### src/rtl/pzcorebus_downsizer_request_arbiter_pkg.sv
// Shared types for the downsizer request arbiter: arbitration state and
// the width helper used to size requester-index types.
package pzcorebus_downsizer_request_arbiter_pkg;

  typedef enum logic {
    ARB_IDLE   = 1'b0,
    ARB_LOCKED = 1'b1
  } arb_state_e;

  // Width of a requester-index type; never narrower than one bit.
  function automatic int requester_index_width(input int requesters);
    return (requesters > 1) ? $clog2(requesters) : 1;
  endfunction

endpackage

### src/rtl/pzcorebus_downsizer_grant_queue.sv
// In-order FIFO of requester indices whose write commands have been accepted
// but whose data bursts have not yet completed.
module pzcorebus_downsizer_grant_queue #(
  parameter int DEPTH = 4,
  parameter int WIDTH = 2
) (
  input  logic             i_clk,
  input  logic             i_rst_n,
  input  logic             i_push,
  input  logic [WIDTH-1:0] i_push_index,
  input  logic             i_pop,
  output logic [WIDTH-1:0] o_head,
  output logic             o_empty,
  output logic             o_full
);
  localparam int PW = (DEPTH > 1) ? $clog2(DEPTH) : 1;

  logic [WIDTH-1:0] entries [DEPTH];
  logic [PW-1:0]    head_ptr;
  logic [PW-1:0]    tail_ptr;
  logic [PW:0]      count;
  logic             do_push;
  logic             do_pop;

  // Pointers wrap explicitly so non-power-of-two depths work.
  function automatic logic [PW-1:0] next_ptr(input logic [PW-1:0] p);
    return (p == PW'(DEPTH - 1)) ? '0 : p + 1'b1;
  endfunction

  assign o_empty = (count == '0);
  assign o_full  = (count == (PW + 1)'(DEPTH));
  assign o_head  = entries[head_ptr];
  assign do_push = i_push & ~o_full;
  assign do_pop  = i_pop & ~o_empty;

  always_ff @(posedge i_clk or negedge i_rst_n) begin
    if (!i_rst_n) begin
      head_ptr <= '0;
      tail_ptr <= '0;
      count    <= '0;
      for (int i = 0; i < DEPTH; i++) begin
        entries[i] <= '0;
      end
    end else begin
      if (do_push) begin
        entries[tail_ptr] <= i_push_index;
        tail_ptr          <= next_ptr(tail_ptr);
      end
      if (do_pop) begin
        head_ptr <= next_ptr(head_ptr);
      end
      case ({do_push, do_pop})
        2'b10:   count <= count + 1'b1;
        2'b01:   count <= count - 1'b1;
        default: count <= count;
      endcase
    end
  end

endmodule

### src/rtl/pzcorebus_downsizer_request_arbiter.sv
// Round-robin command arbiter in front of the downsizer; write data is steered
// to the owner of the oldest outstanding write command (or bypassed when idle).
module pzcorebus_downsizer_request_arbiter
  import pzcorebus_downsizer_request_arbiter_pkg::*;
#(
  parameter int REQUESTERS    = 4,
  parameter int COMMAND_WIDTH = 64,
  parameter int DATA_WIDTH    = 256,
  parameter int BYTEEN_WIDTH  = 32,
  parameter int QUEUE_DEPTH   = 4
) (
  input  logic                                i_clk,
  input  logic                                i_rst_n,
  input  logic [REQUESTERS-1:0]               i_mcmd_valid,
  input  logic [REQUESTERS-1:0]               i_mcmd_with_data,
  input  logic [REQUESTERS*COMMAND_WIDTH-1:0] i_mcmd,
  output logic [REQUESTERS-1:0]               o_scmd_accept,
  input  logic [REQUESTERS-1:0]               i_mdata_valid,
  input  logic [REQUESTERS*DATA_WIDTH-1:0]    i_mdata,
  input  logic [REQUESTERS*BYTEEN_WIDTH-1:0]  i_mdata_byteen,
  input  logic [REQUESTERS-1:0]               i_mdata_last,
  output logic [REQUESTERS-1:0]               o_sdata_accept,
  output logic                                o_mcmd_valid,
  output logic [COMMAND_WIDTH-1:0]            o_mcmd,
  input  logic                                i_scmd_accept,
  output logic                                o_mdata_valid,
  output logic [DATA_WIDTH-1:0]               o_mdata,
  output logic [BYTEEN_WIDTH-1:0]             o_mdata_byteen,
  output logic                                o_mdata_last,
  input  logic                                i_sdata_accept
);
  localparam int IW = requester_index_width(REQUESTERS);
  typedef logic [IW-1:0] index_t;

  arb_state_e            state;
  arb_state_e            state_next;
  index_t                pointer;
  index_t                lock_grant;
  index_t                grant;
  logic [IW:0]           rr_result;
  logic [REQUESTERS-1:0] eligible;
  logic                  cmd_ack;
  logic                  with_data_ack;
  logic                  q_empty;
  logic                  q_full;
  index_t                q_head;
  index_t                owner;
  logic                  has_owner;
  logic                  bypass;
  logic                  data_last_ack;
  logic                  push;
  logic                  pop;

  // Returns {found, index} of the first set request at or after ptr.
  function automatic logic [IW:0] rr_priority(input logic [REQUESTERS-1:0] req,
                                              input index_t ptr);
    logic [IW:0] result;
    int          idx;
    result = '0;
    for (int k = REQUESTERS - 1; k >= 0; k--) begin
      idx = (int'(ptr) + k) % REQUESTERS;
      if (req[idx]) result = {1'b1, index_t'(idx)};
    end
    return result;
  endfunction

  // A full queue cannot take another write, so writes sit out arbitration.
  assign eligible  = i_mcmd_valid & ~(i_mcmd_with_data & {REQUESTERS{q_full}});
  assign rr_result = rr_priority(eligible, pointer);

  // Handshake: a beat transfers when valid and accept are both high in the
  // same cycle; a presented command is held (locked) until that happens.
  always_comb begin
    state_next    = state;
    grant         = rr_result[IW-1:0];
    o_mcmd_valid  = rr_result[IW];
    o_scmd_accept = '0;
    if (state == ARB_LOCKED) begin
      grant        = lock_grant;
      o_mcmd_valid = 1'b1;
    end
    cmd_ack = o_mcmd_valid & i_scmd_accept;
    if (cmd_ack) o_scmd_accept[grant] = 1'b1;
    if (o_mcmd_valid && !i_scmd_accept) state_next = ARB_LOCKED;
    else if (cmd_ack)                   state_next = ARB_IDLE;
  end

  assign o_mcmd = i_mcmd[int'(grant)*COMMAND_WIDTH +: COMMAND_WIDTH];

  always_ff @(posedge i_clk or negedge i_rst_n) begin
    if (!i_rst_n) begin
      state      <= ARB_IDLE;
      pointer    <= '0;
      lock_grant <= '0;
    end else begin
      state <= state_next;
      if (state_next == ARB_LOCKED) lock_grant <= grant;
      if (cmd_ack) pointer <= (grant == index_t'(REQUESTERS - 1)) ? '0 : grant + 1'b1;
    end
  end

  // A write accepted while the queue is empty owns the data path at once.
  assign with_data_ack = cmd_ack & i_mcmd_with_data[grant];
  assign bypass        = q_empty & with_data_ack;
  assign has_owner     = ~q_empty | with_data_ack;
  assign owner         = q_empty ? grant : q_head;

  always_comb begin
    o_mdata_valid  = 1'b0;
    o_mdata        = '0;
    o_mdata_byteen = '0;
    o_mdata_last   = 1'b0;
    o_sdata_accept = '0;
    if (has_owner) begin
      o_mdata_valid          = i_mdata_valid[owner];
      o_mdata                = i_mdata[int'(owner)*DATA_WIDTH +: DATA_WIDTH];
      o_mdata_byteen         = i_mdata_byteen[int'(owner)*BYTEEN_WIDTH +: BYTEEN_WIDTH];
      o_mdata_last           = i_mdata_last[owner];
      o_sdata_accept[owner]  = i_sdata_accept;
    end
  end

  assign data_last_ack = o_mdata_valid & i_sdata_accept & o_mdata_last;
  assign pop           = ~q_empty & data_last_ack;
  assign push          = with_data_ack & ~(bypass & data_last_ack);

  pzcorebus_downsizer_grant_queue #(
    .DEPTH (QUEUE_DEPTH),
    .WIDTH (IW)
  ) u_grant_queue (
    .i_clk        (i_clk),
    .i_rst_n      (i_rst_n),
    .i_push       (push),
    .i_push_index (grant),
    .i_pop        (pop),
    .o_head       (q_head),
    .o_empty      (q_empty),
    .o_full       (q_full)
  );

endmodule

### config.mk
export PLATFORM = sky130hd
export DESIGN_NAME = pzcorebus_downsizer_request_arbiter
export DESIGN_NICKNAME = d
export VERILOG_FILES = /design/src/rtl/pzcorebus_downsizer_request_arbiter_pkg.sv /design/src/rtl/pzcorebus_downsizer_grant_queue.sv /design/src/rtl/pzcorebus_downsizer_request_arbiter.sv
export SDC_FILE = /design/constraint.sdc
export NUM_CORES = 1
export LEC_CHECK = 0
export BUFFER_PORTS_ARGS = -buffer_cell sky130_fd_sc_hd__buf_2
export CAP_MARGIN = 20
export CORE_AREA = 2 2 707 709
export DETAILED_ROUTE_END_ITERATION = 16
export DIE_AREA = 0 0 709 711
export PLACE_DENSITY_LB_ADDON = 0.08
export SLEW_MARGIN = 20
export SYNTH_ARGS = -nofsm -noshare
export SYNTH_HDL_FRONTEND = slang
export SYNTH_SLANG_ARGS = --single-unit
### constraint.sdc
create_clock -name i_clk -period 9.9 [get_ports i_clk]
set_clock_uncertainty 0.1 [all_clocks]
set_input_delay 1.485 -clock i_clk [delete_from_list [all_inputs] [get_ports i_clk]]
set_output_delay 1.485 -clock i_clk [all_outputs]
set_load 0.05 [all_outputs]
==> reports/qor.csv <==
stage;metric;value;unit
status;status;finished clean;
synth;yosys.area.top_type_share;0.523;
synth;yosys.cell_types.count;55;
layout;final_util;0.0603;
synth;syn_inst;1271;
placement;dp.final_hpwl;304;mm
layout;drive_gt1_frac;0.726;
detailed_routing;first_pass_iters;6;
synth;synth_area_leaders;mux4_2, and2_1, nand2_1;
sta;drv_slew;0;
detailed_routing;wl;323;mm
grt;grt_antenna_before_repair;453;
synth;synth_largest_area_cell;mux4_2;
cts;cts_buffer_depth;2;
sta;fin_crit_sh;0.771;
critical_path;cp-startpoint;i_mcmd_valid[0];
floorplanning;std_cell_rows;259;
cts;clk_latency;0.26;ns
detailed_routing;drc;0;
cts;clkTransAtPathRegs;0.06;ns
cts;cts.sinks;20;
synth;synth_ff_type;dfrtp_1;
grt;grt_pass1_wl;375;mm
cts;cts_hold_buffers;0;
grt;grt_start_max_net_pins;108;
floorplanning;die_width;709;um
floorplanning;io_pins;1791;
synth;synth_nets;2710;
layout;fin_nets;4396;
cts;postCtsSetupBuffers;0;
grt;grt_pass1_vias;21800;
critical_path;start_kind;input pin;
critical_path;critPathCaptureType;primary output;
critical_path;r2r-start;u_grant_queue.count[0]$_DFFE_PN0P_;
sta;rsz0062_at_grt;no;
detailed_routing;vias_per_cell;2.21;
critical_path;timing.rr.end;u_grant_queue.count[2]$_DFFE_PN0P_;
synth;yosysMostFrequentCell;mux4_2;
floorplanning;coreArea;496000;um2
min_path;hold_class;flip-flop to flip-flop;
critical_path;crit_type;input pin to primary output;
detailed_routing;ant_nets;0;
cts;cts_resized;0;
detailed_routing;wl_per_cell;33.1;um
critical_path;required;8.32;ns
cts;cts_made_buffers;3;
detailed_routing;vias;21500;
synth;seq_area_frac_synth;0.0401;
synth;synth_edf_count;0;
floorplanning;die_area;504000;um2
floorplanning;die_height;711;um
job;drv_cap;0;
cts;cts_tree;done;
placement;place_congestion;0.920;
grt;grt-ovfl-total;0;
sta;fin_crit;7.63;ns
sta;worst_pin_slew;1.13;ns
sta;maxSlewHeadroom;0.248;
layout;area_delta_synth_final;139;%
floorplanning;initial_core_util;0.0252;
sta;finalHoldViolCount;0;
sta;final.setup.tns;0;ns
critical_path;crit_arrival;6.05;ns
critical_path;ff2ff_setup_slack;5.12;ns
critical_path;worst-path-max-fanout;69;
placement;portBuffers;1790;
sta;fmax;0.131;GHz
synth;ys_async_sr_fraction;1.00;
critical_path;ff2ff_path_depth;14;
cts;h-tree-depth;1;
grt;grt_usage;0.122;
synth;netlist_area;12500;um2
detailed_routing;drtIter0Drc;1269;
cts;cts_root_buf;clkbuf_16;
sta;setup_viol;0;
layout;nFillCells;59000;
synth;ys_seq_elements;20;
synth;synth_area_per_cell;9.83;um2
sta;worst_hold_slack;0.388;ns
critical_path;crit_path_end;o_mcmd[3];
synth;synth_common_cells;mux4_2, and2_1, nand2_1, and3_1, clkbuf_1;
synth;synth_warnings;0;
stage by stage:
stage | instance area, um2 | worst slack [ns] | std cells
finish | 29900 | 2.27 | 9740
global route | 29800 | 2.03 | 9692
global placement | 29500 | 1.78 | 9606
detailed placement | 29500 | 2.10 | 9607
CTS | 29600 | 2.07 | 9611
floorplan | 12500 | 3.90 | 1271
per-layer routing:
| layer | wire [um] | GRT usage | up-vias |
|---|---|---|---|
| li1 | - | - | 8404 |
| met1 | 115000 | 0.128 | 10500 |
| met2 | 172000 | 0.237 | 1648 |
| met3 | 26300 | 0.0393 | 730 |
| met4 | 8330 | 0.0209 | 200 |
| met5 | 1300 | 0 | - |
cells by family (layout without fill, tap and decap cells):
group,after synthesis,count (layout),share of synthesized area
XOR/XNOR,3,3,0.00210
AND/OR/NAND/NOR,659,659,0.276
other,0,129,0
AO/OA/AOI/OAI,106,106,0.0605
flip-flops,20,20,0.0401
multiplexers,314,314,0.544
buffers and inverters,158,1843,0.0663
adder cells (fa/ha/maj),11,11,0.0116
worst max-delay path: stages:
cell,delay (ns)
buf_2,0.12
or3b_2,0.47
o22ai_1,0.26
a2111oi_2,0.14
a21o_4,0.37
inv_6,0.29
buf_4,0.47
buf_4,0.70
nand2_1,0.15
and3_1,0.22
a31oi_1,0.73
buf_2,0.42
sequential cells by signal, summed over array words and instances, names as in the netlist:
name,cells
state,1
u_grant_queue.head_ptr,2
u_grant_queue.tail_ptr,2
lock_grant,2
u_grant_queue.entries,8
u_grant_queue.count,3
pointer,2
placed cells by master, fill, tap and decap left out, types with 2 or more instances in the layout:
| master | netlist | final |
|---|---|---|
| a211oi_2 | 4 | 4 |
| a21boi_1 | 2 | 2 |
| a21oi_1 | 3 | 3 |
| a31oi_1 | 64 | 62 |
| a31oi_2 | 0 | 2 |
| and2_1 | 288 | 288 |
| and3_1 | 72 | 72 |
| buf_12 | 0 | 11 |
| buf_2 | 46 | 1787 |
| buf_4 | 13 | 25 |
| clkbuf_16 | 0 | 3 |
| dfrtp_1 | 20 | 20 |
| diode_2 | 0 | 129 |
| ha_1 | 10 | 10 |
| inv_1 | 13 | 13 |
| mux2_1 | 10 | 10 |
| mux2_2 | 4 | 3 |
| mux2i_1 | 10 | 10 |
| mux4_2 | 290 | 290 |
| nand2_1 | 274 | 274 |
| nand3_1 | 2 | 2 |
| nand4bb_1 | 2 | 2 |
| nor2_1 | 7 | 7 |
| nor2b_1 | 2 | 2 |
| nor3_1 | 4 | 4 |
| o21ai_0 | 9 | 7 |
| o21ai_2 | 1 | 2 |
| o22a_1 | 5 | 5 |
| o22ai_1 | 5 | 4 |
| xnor2_1 | 2 | 2 |
area by class of cell:
type | count | area (um2) | share of cell area
clock buffers | 4 | 88.8 | 0.00297
repair buffers | 1824 | 9360 | 0.313
well taps | 6655 | 8330 | 0.278
inverters | 15 | 62.6 | 0.00209
flip-flops and latches | 20 | 500 | 0.0167
diodes | 129 | 323 | 0.0108
multi-input cells | 1093 | 11200 | 0.376
worst min-delay path by stage:
stage,cells past startpoint,startpoint,endpoint
floorplan,1,u_grant_queue.entries[2]$_DFFE_PN0P_,u_grant_queue.entries[2]$_DFFE_PN0P_
global placement,1,u_grant_queue.entries[5]$_DFFE_PN0P_,u_grant_queue.entries[5]$_DFFE_PN0P_
detailed placement,1,u_grant_queue.entries[6]$_DFFE_PN0P_,u_grant_queue.entries[6]$_DFFE_PN0P_
CTS,1,u_grant_queue.entries[6]$_DFFE_PN0P_,u_grant_queue.entries[6]$_DFFE_PN0P_
global route,1,u_grant_queue.entries[6]$_DFFE_PN0P_,u_grant_queue.entries[6]$_DFFE_PN0P_
finish,1,u_grant_queue.entries[5]$_DFFE_PN0P_,u_grant_queue.entries[5]$_DFFE_PN0P_
Power is not shown: default switching activity piles up to over one toggle a cycle in this logic, so the estimate is an artifact.
